[src/rtl/pong_pkg.sv]
// Pong shared definitions.
// Holds the playfield geometry, game speeds, the game-state enum, the
// colour constants and a few small helpers used by the engine and paddles.
// No ports: imported with "import pong_pkg::*;".
package pong_pkg;

  localparam int COORD_W = 10;

  // Playfield and object geometry, in pixels
  localparam logic [COORD_W-1:0] H_ACTIVE     = 10'd640;
  localparam logic [COORD_W-1:0] V_ACTIVE     = 10'd480;
  localparam logic [COORD_W-1:0] PADDLE_W     = 10'd8;
  localparam logic [COORD_W-1:0] PADDLE_H     = 10'd64;
  localparam logic [COORD_W-1:0] PADDLE_XL    = 10'd16;
  localparam logic [COORD_W-1:0] PADDLE_XR    = 10'd616;
  localparam logic [COORD_W-1:0] BALL_SIZE    = 10'd8;
  localparam logic [COORD_W-1:0] PADDLE_SPEED = 10'd4;
  localparam logic [COORD_W-1:0] PADDLE_Y_MAX = V_ACTIVE - PADDLE_H;

  // Centre positions for a fresh serve
  localparam logic [COORD_W-1:0] BALL_X0   = 10'd316;
  localparam logic [COORD_W-1:0] BALL_Y0   = 10'd236;
  localparam logic [COORD_W-1:0] PADDLE_Y0 = 10'd208;

  // Dashed centre line
  localparam logic [COORD_W-1:0] LINE_X0 = 10'd318;
  localparam logic [COORD_W-1:0] LINE_W  = 10'd4;

  // Ball velocity is kept as a signed step per frame
  localparam logic signed [COORD_W:0] BALL_SPEED_POS = 11'sd2;
  localparam logic signed [COORD_W:0] BALL_SPEED_NEG = -11'sd2;

  // SERVE_FRAMES = 60, so the last waiting frame has count 59
  localparam logic [5:0] SERVE_LAST = 6'd59;
  localparam logic [3:0] WIN_SCORE  = 4'd9;

  // Colours packed as {r,g,b}
  localparam logic [11:0] BALL_RGB   = 12'hFF0;
  localparam logic [11:0] PADDLE_RGB = 12'hFFF;
  localparam logic [11:0] LINE_RGB   = 12'h888;
  localparam logic [11:0] BLACK_RGB  = 12'h000;

  typedef enum logic [1:0] {
    SERVE = 2'd0,
    PLAY  = 2'd1,
    OVER  = 2'd2
  } state_e;

  // True when v lies in [lo, lo+len); one extra bit keeps lo+len from wrapping
  function automatic logic inSpan(input logic [COORD_W-1:0] v,
                                  input logic [COORD_W-1:0] lo,
                                  input logic [COORD_W-1:0] len);
    logic [COORD_W:0] hi;
    hi = {1'b0, lo} + {1'b0, len};
    return ({1'b0, v} >= {1'b0, lo}) && ({1'b0, v} < hi);
  endfunction

  // True when [aLo, aLo+aLen) and [bLo, bLo+bLen) overlap
  function automatic logic spanOverlap(input logic [COORD_W-1:0] aLo,
                                       input logic [COORD_W-1:0] aLen,
                                       input logic [COORD_W-1:0] bLo,
                                       input logic [COORD_W-1:0] bLen);
    return ({1'b0, aLo} + {1'b0, aLen} > {1'b0, bLo}) &&
           ({1'b0, aLo} < {1'b0, bLo} + {1'b0, bLen});
  endfunction

  function automatic logic signed [COORD_W:0] toSigned(input logic [COORD_W-1:0] v);
    return $signed({1'b0, v});
  endfunction

  // Scores stop at the winning value and never wrap
  function automatic logic [3:0] scoreInc(input logic [3:0] s);
    return (s >= WIN_SCORE) ? WIN_SCORE : s + 4'd1;
  endfunction

endpackage

[src/rtl/pong_paddle.sv]
// One Pong paddle: vertical position register that steps up or down once
// per frame and stays inside the playfield.
// Ports:
//   clk_i, rst_ni  pixel clock, async active-low reset
//   step_i         frame tick, the only cycle the paddle may move
//   freeze_i       hold position regardless of buttons (game over)
//   up_i, dn_i     player buttons; both or neither means hold
//   posY_o         top edge of the paddle
module pong_paddle
  import pong_pkg::*;
(
  input  logic               clk_i,
  input  logic               rst_ni,
  input  logic               step_i,
  input  logic               freeze_i,
  input  logic               up_i,
  input  logic               dn_i,
  output logic [COORD_W-1:0] posY_o
);

  logic [COORD_W-1:0] posY_q;
  logic [COORD_W-1:0] posY_d;

  // Next position: step by PADDLE_SPEED and clamp at the top and bottom
  // edges instead of letting the unsigned position wrap.
  always_comb begin
    posY_d = posY_q;
    if (step_i && !freeze_i) begin
      if (up_i && !dn_i) begin
        posY_d = (posY_q >= PADDLE_SPEED) ? posY_q - PADDLE_SPEED : '0;
      end else if (dn_i && !up_i) begin
        posY_d = (posY_q + PADDLE_SPEED < PADDLE_Y_MAX) ? posY_q + PADDLE_SPEED
                                                        : PADDLE_Y_MAX;
      end
    end
  end

  // Position register, starts vertically centred
  always_ff @(posedge clk_i or negedge rst_ni) begin
    if (!rst_ni) begin
      posY_q <= PADDLE_Y0;
    end else begin
      posY_q <= posY_d;
    end
  end

  assign posY_o = posY_q;

endmodule

[src/rtl/pong_engine.sv]
// Pong game state and pixel colour stage.
// Updates paddles, ball, scores and the SERVE/PLAY/OVER sequence once per
// frame tick, and returns a registered colour for the current pixel.
// Ports:
//   clk_i, rst_ni                pixel clock, async active-low reset
//   frameTick_i                  one-cycle pulse per frame, game update cycle
//   pixValid_i, pixX_i, pixY_i   current pixel from the VGA timing generator
//   btnLUp_i .. btnRDn_i         synchronised player buttons, active-high
//   red_o, green_o, blue_o       pixel colour, one cycle after pix*
//   scoreL_o, scoreR_o           scores
//   gameOver_o                   high while the game is over
module pong_engine
  import pong_pkg::*;
(
  input  logic               clk_i,
  input  logic               rst_ni,
  input  logic               frameTick_i,
  input  logic               pixValid_i,
  input  logic [COORD_W-1:0] pixX_i,
  input  logic [COORD_W-1:0] pixY_i,
  input  logic               btnLUp_i,
  input  logic               btnLDn_i,
  input  logic               btnRUp_i,
  input  logic               btnRDn_i,
  output logic [3:0]         red_o,
  output logic [3:0]         green_o,
  output logic [3:0]         blue_o,
  output logic [3:0]         scoreL_o,
  output logic [3:0]         scoreR_o,
  output logic               gameOver_o
);

  state_e                    state_q, state_d;
  logic [5:0]                serveCnt_q, serveCnt_d;
  logic [3:0]                scoreL_q, scoreL_d;
  logic [3:0]                scoreR_q, scoreR_d;
  logic [COORD_W-1:0]        ballX_q, ballX_d;
  logic [COORD_W-1:0]        ballY_q, ballY_d;
  logic signed [COORD_W:0]   ballDx_q, ballDx_d;
  logic signed [COORD_W:0]   ballDy_q, ballDy_d;
  logic [11:0]               rgb_q, rgb_d;

  logic [COORD_W-1:0]        padLY, padRY;
  logic                      padFreeze;
  logic signed [COORD_W:0]   nx, ny;
  logic                      hitL, hitR, missL, missR;
  logic                      btnAny;

  assign padFreeze = (state_q == OVER);
  assign btnAny    = btnLUp_i | btnLDn_i | btnRUp_i | btnRDn_i;

  pong_paddle uPadL (
    .clk_i    (clk_i),
    .rst_ni   (rst_ni),
    .step_i   (frameTick_i),
    .freeze_i (padFreeze),
    .up_i     (btnLUp_i),
    .dn_i     (btnLDn_i),
    .posY_o   (padLY)
  );

  pong_paddle uPadR (
    .clk_i    (clk_i),
    .rst_ni   (rst_ni),
    .step_i   (frameTick_i),
    .freeze_i (padFreeze),
    .up_i     (btnRUp_i),
    .dn_i     (btnRDn_i),
    .posY_o   (padRY)
  );

  // Candidate ball position one step ahead; signed so that running past the
  // left or top edge shows up as a negative value rather than a wrap.
  assign nx = toSigned(ballX_q) + ballDx_q;
  assign ny = toSigned(ballY_q) + ballDy_q;

  // Paddle contact uses the candidate x but the current y for overlap
  assign hitL = ballDx_q[COORD_W]
             && (nx <= toSigned(PADDLE_XL + PADDLE_W))
             && (nx + toSigned(BALL_SIZE) > toSigned(PADDLE_XL))
             && spanOverlap(ballY_q, BALL_SIZE, padLY, PADDLE_H);
  assign hitR = !ballDx_q[COORD_W]
             && (nx + toSigned(BALL_SIZE) >= toSigned(PADDLE_XR))
             && (nx < toSigned(PADDLE_XR + PADDLE_W))
             && spanOverlap(ballY_q, BALL_SIZE, padRY, PADDLE_H);
  assign missL = (nx < 11'sd0);
  assign missR = (nx > toSigned(H_ACTIVE - BALL_SIZE));

  // State register together with the game datapath and the colour pipeline
  always_ff @(posedge clk_i or negedge rst_ni) begin
    if (!rst_ni) begin
      state_q    <= SERVE;
      serveCnt_q <= '0;
      scoreL_q   <= '0;
      scoreR_q   <= '0;
      ballX_q    <= BALL_X0;
      ballY_q    <= BALL_Y0;
      ballDx_q   <= BALL_SPEED_POS;
      ballDy_q   <= BALL_SPEED_POS;
      rgb_q      <= BLACK_RGB;
    end else begin
      state_q    <= state_d;
      serveCnt_q <= serveCnt_d;
      scoreL_q   <= scoreL_d;
      scoreR_q   <= scoreR_d;
      ballX_q    <= ballX_d;
      ballY_q    <= ballY_d;
      ballDx_q   <= ballDx_d;
      ballDy_q   <= ballDy_d;
      rgb_q      <= rgb_d;
    end
  end

  // Next-state logic. Nothing moves except on a frame tick. In PLAY the wall
  // bounce and paddle bounce can both apply, but a miss recentres the ball
  // and keeps the old vertical direction, overriding any wall correction.
  always_comb begin
    state_d    = state_q;
    serveCnt_d = serveCnt_q;
    scoreL_d   = scoreL_q;
    scoreR_d   = scoreR_q;
    ballX_d    = ballX_q;
    ballY_d    = ballY_q;
    ballDx_d   = ballDx_q;
    ballDy_d   = ballDy_q;
    if (frameTick_i) begin
      case (state_q)
        SERVE: begin
          ballX_d = BALL_X0;
          ballY_d = BALL_Y0;
          if (serveCnt_q == SERVE_LAST) begin
            state_d    = PLAY;
            serveCnt_d = '0;
          end else begin
            serveCnt_d = serveCnt_q + 6'd1;
          end
        end
        PLAY: begin
          ballX_d = nx[COORD_W-1:0];
          ballY_d = ny[COORD_W-1:0];
          if (ny <= 11'sd0) begin
            ballY_d  = '0;
            ballDy_d = BALL_SPEED_POS;
          end else if (ny >= toSigned(V_ACTIVE - BALL_SIZE)) begin
            ballY_d  = V_ACTIVE - BALL_SIZE;
            ballDy_d = BALL_SPEED_NEG;
          end
          if (hitL) begin
            ballX_d  = PADDLE_XL + PADDLE_W;
            ballDx_d = BALL_SPEED_POS;
          end else if (hitR) begin
            ballX_d  = PADDLE_XR - BALL_SIZE;
            ballDx_d = BALL_SPEED_NEG;
          end
          if (missL || missR) begin
            ballX_d    = BALL_X0;
            ballY_d    = BALL_Y0;
            ballDy_d   = ballDy_q;
            serveCnt_d = '0;
            if (missL) begin
              scoreR_d = scoreInc(scoreR_q);
              ballDx_d = BALL_SPEED_NEG;
              state_d  = (scoreInc(scoreR_q) == WIN_SCORE) ? OVER : SERVE;
            end else begin
              scoreL_d = scoreInc(scoreL_q);
              ballDx_d = BALL_SPEED_POS;
              state_d  = (scoreInc(scoreL_q) == WIN_SCORE) ? OVER : SERVE;
            end
          end
        end
        OVER: begin
          if (btnAny) begin
            state_d    = SERVE;
            serveCnt_d = '0;
            scoreL_d   = '0;
            scoreR_d   = '0;
            ballX_d    = BALL_X0;
            ballY_d    = BALL_Y0;
            ballDx_d   = BALL_SPEED_POS;
            ballDy_d   = BALL_SPEED_POS;
          end
        end
        default: begin
          state_d = SERVE;
        end
      endcase
    end
  end

  // Outputs. Colour is chosen from the pre-update state so a frame tick in
  // the visible area does not disturb the pixel being drawn.
  always_comb begin
    gameOver_o = (state_q == OVER);
    rgb_d      = BLACK_RGB;
    if (pixValid_i) begin
      if ((state_q != OVER) && inSpan(pixX_i, ballX_q, BALL_SIZE)
                            && inSpan(pixY_i, ballY_q, BALL_SIZE)) begin
        rgb_d = BALL_RGB;
      end else if ((inSpan(pixX_i, PADDLE_XL, PADDLE_W) && inSpan(pixY_i, padLY, PADDLE_H)) ||
                   (inSpan(pixX_i, PADDLE_XR, PADDLE_W) && inSpan(pixY_i, padRY, PADDLE_H))) begin
        rgb_d = PADDLE_RGB;
      end else if (inSpan(pixX_i, LINE_X0, LINE_W) && !pixY_i[4]) begin
        rgb_d = LINE_RGB;
      end
    end
  end

  assign red_o    = rgb_q[11:8];
  assign green_o  = rgb_q[7:4];
  assign blue_o   = rgb_q[3:0];
  assign scoreL_o = scoreL_q;
  assign scoreR_o = scoreR_q;

endmodule

[config.mk]
export PLATFORM = sky130hd
export DESIGN_NAME = pong_engine
export DESIGN_NICKNAME = d
export VERILOG_FILES = /design/src/rtl/pong_pkg.sv /design/src/rtl/pong_paddle.sv /design/src/rtl/pong_engine.sv
export SDC_FILE = /design/constraint.sdc
export NUM_CORES = 1
export LEC_CHECK = 0
export BUFFER_PORTS_ARGS = -buffer_cell sky130_fd_sc_hd__clkbuf_2
export CORE_UTILIZATION = 40
export DETAILED_ROUTE_END_ITERATION = 16
export PLACE_DENSITY_LB_ADDON = 0.08
export SLEW_MARGIN = 30
export SYNTH_ARGS = -nofsm -noshare
export SYNTH_HDL_FRONTEND = slang
export SYNTH_HIERARCHICAL = 1
export SYNTH_SLANG_ARGS = --single-unit
[constraint.sdc]
create_clock -name clk_i -period 8.4 [get_ports clk_i]
set_input_delay 0.84 -clock clk_i [delete_from_list [all_inputs] [get_ports clk_i]]
set_output_delay 0.84 -clock clk_i [all_outputs]
set_load 0.02 [all_outputs]
==> metrics <==
Die Ht=141.1 um; most frequently used flop master after synthesis=dfrtp_1; worst r2r path cells=12; postcts setup bufs=0; proportion of power drawn by combinational gates=0.688; insertion delay to the later sink of the worst-skew pair=0.32 ns; buffers from clock root to sink, at most=2; endpoints failing setup=0; average wire length per cell after detail routing=17.22 um; antenna violations before repair=0; part of the power in registers=0.221; highest attainable clock frequency=224.3 MHz; max-capacitance violation count=0; fraction of power spent switching nets=0.5331; placer's final routability congestion estimate=0.8800; Detail Route Antenna Nets=0; Reg2Reg Setup Slack=3.94 ns; wire length of the first global-routing pass=35380 um; worst rel slew slack=0.3790; final-stage net count=1118; beginning of the critical path=ballDx_q[9]; clock transition at the registers of the reported paths=0.08 ns; number of enable flip-flop cells after synthesis=0; RSZ-0062 raised after global routing=false; DRC viols=0; number of buffer cells added on primary ports=47; area of the die=19900 um2; fraction of final layout cells sized beyond drive strength 1=0.1226; worst setup path category=reg2reg; asr flop ratio synth=1.000; number of H-tree levels=2; Crit path required time=8.61 ns; TritonCTS clock tree=yes; result of the run=finished, final reports clean; Resize count post-CTS=0; sequential-to-total area share from yosys stat=0.1837; Worst EP arrival=4.66 ns; final clock skew=0.01329 ns; via count of the first global-routing pass=6712; Ys Warns=6; vias after detailed routing=6782; initial core utilization=0.4108; launch instance of the worst register-to-register path=ballDx_q[9]; clock tree root driver cell=clkbuf_16; highest fanout seen on the critical path=10; routed wire length=20910 um; Diodes inserted=0; CP Launch Type=register; core region area=18830 um2; internal cell power=1.170 mW; end point of the critical path=ballDx_q[9]; cts hold-fix bufs=0; horizontal die dimension=141.1 um; cell accounting for the most synthesized area=ha_1; routed vias/inst=5.586; gr ovfl total=0; final hold violation count=0; number of clock buffers inserted by TritonCTS=5; Worst Hold Margin=0.5413 ns; placement row count=50; Hold/Removal Path Class=reg2reg; cell leakage power=3.653 nW; Fill cells=1985; Clock Sinks=56; Iteration-0 DRC Markers=390; Area growth syn-to-layout=6.631%; io pins=49; Final Critical Period=4.457 ns; Mean Syn Cell Area=8.318 um2; Pwr per Cell Area=303.8 nW/um2; HP Start=serveCnt_q[1]; share of total power in the clock network=0.091; Final Max Tran Viols=0; nature of the critical path endpoint=register; cells taking the most area after synthesis=ha_1, dfrtp_1, dfstp_2; Peak supply drop=131.5 uV; slew at the pin with the worst max-slew slack=0.9281 ns; Yosys top cell area share=0.2183; combined area of all synthesized cells=7736 um2; pin count of the biggest net entering global routing=57; count of unique library cells instantiated by Yosys=103; switching power summed over all nets=1.336 mW; share of the clock period used by the worst path after layout=0.5306; post-detailed-placement half-perimeter wirelength=16660 um; GRT Util Overall=0.2229; number of register bits inferred by synthesis=56; FF-to-FF End=ballDx_q[9]; setup TNS after final layout=0 ns; Detailed Routing Iterations Pass 1=5; cell count after synthesis=930
power groups by stage:
stage / Sequential, mW / Clock, mW / Combinational (mW)
global route: 0.577 / 0.244 / 1.95
detailed placement: 0.557 / 0 / 1.71
floorplan: 0.466 / 0 / 1.41
CTS: 0.554 / 0.237 / 1.72
finish: 0.553 / 0.228 / 1.72
global placement: 0.559 / 0 / 1.71
worst max-delay path: stages, from the launching register on:
cell	delay, ns
dfrtp_1	0.59
inv_1	0.33
fa_1	0.49
and2b_2	0.28
o221a_4	0.26
a2bb2oi_4	0.21
xor2_2	0.36
nand4_2	0.18
or3_4	0.41
a2111oi_4	0.59
nor2_2	0.10
a2111o_1	0.42
o211a_1	0.12
through the flow:
step                total power, mW  utilization  setup WS [ns]  cells  cell area, um2
finish                        2.506       0.4381          3.943   1214            8249
global route                  2.775       0.4381          3.726   1214            8249
CTS                           2.515       0.4381          3.950   1214            8249
detailed placement            2.272       0.4303          3.975   1206            8103
global placement              2.273       0.4303          3.950   1206            8103
floorplan                     1.871            -          4.661    932            7744
synthesized netlist by cell type, drive strengths merged (11+ instances only):
library cell	instances
nand2b	11
nand2	52
xnor2	26
o21a	22
dfrtp	40
a21oi	50
buf	25
o21ai	75
or3	13
nor3	34
o211ai	16
dfstp	16
inv	76
nor2	75
ha	135
xor2	11
nand3	32
and3	12
sequential cells by signal, indices dropped and copies added, names as in the netlist:
register and count:
scoreL_o 4, rgb_q 4, ballDx_q 1, ballDy_q 1, state_q 2, ballY_q 9, scoreR_o 4, uPadL/posY_o 8
serveCnt_q 6, ballX_q 9, uPadR/posY_o 8
layer usage:
metal,up-vias,GRT usage,share of wire
met2,84,0.3702,0.46
met3,18,0.02480,0.022
met4,0,0.05549,0.016
li1,3486,-,-
met1,3194,0.3064,0.50
met5,-,0,0
logic make-up (layout without fill, tap and decap cells):
logic type | count (synthesis) | in the layout | share of synthesized area
adder cells (fa/ha/maj) | 137 | 137 | 0.2235
AND/OR/NAND/NOR | 288 | 288 | 0.1957
buffers and inverters | 111 | 133 | 0.06486
other | 2 | 4 | 0.0009708
AO/OA/AOI/OAI | 290 | 290 | 0.2746
XOR/XNOR | 37 | 37 | 0.04480
flip-flops | 56 | 56 | 0.1837
multiplexers | 9 | 9 | 0.01181
cells in the final DEF, fill, tap and decap left out, types with 6 or more instances in the layout:
| cell | synthesis | final |
|---|---|---|
| nand2_1 | 52 | 52 |
| o21a_1 | 22 | 22 |
| xor2_1 | 9 | 9 |
| mux2i_1 | 8 | 8 |
| a2111oi_0 | 6 | 6 |
| o21ai_1 | 7 | 7 |
| o211ai_1 | 15 | 15 |
| nand3_1 | 31 | 31 |
| nand2b_1 | 11 | 11 |
| nor2b_1 | 10 | 10 |
| ha_1 | 135 | 135 |
| or3_1 | 12 | 12 |
| a21oi_1 | 49 | 49 |
| xnor2_1 | 25 | 25 |
| nor3_1 | 31 | 31 |
| a211o_1 | 6 | 6 |
| dfrtp_1 | 40 | 40 |
| dfstp_2 | 16 | 16 |
| a21o_1 | 9 | 9 |
| nor2_1 | 74 | 74 |
| clkbuf_2 | 0 | 47 |
| a211oi_1 | 7 | 7 |
| inv_1 | 76 | 76 |
| and3_1 | 12 | 12 |
| o31ai_1 | 6 | 6 |
| o21ai_0 | 68 | 68 |
| a31oi_1 | 6 | 6 |
| a22oi_1 | 6 | 6 |
final cells by class:
type | count | area, um2 | share of cell area
inverter | 76 | 285.3 | 0.03458
tap | 260 | 325.3 | 0.03944
multi-input combinational | 765 | 5821 | 0.7056
timing repair buffer | 49 | 250.2 | 0.03034
clock buffer | 5 | 125.1 | 0.01517
sequential | 56 | 1421 | 0.1723
clock inverter | 3 | 21.27 | 0.002578
worst min path at each step:
stage	to	slack, ns	depth (start not counted)
floorplan	serveCnt_q[3]	0.49	1
global placement	serveCnt_q[5]	0.52	2
detailed placement	serveCnt_q[1]	0.53	2
CTS	serveCnt_q[3]	0.54	1
global route	serveCnt_q[3]	0.57	1
finish	serveCnt_q[1]	0.54	2
No activity file was read; power rests on OpenSTA's default activity.
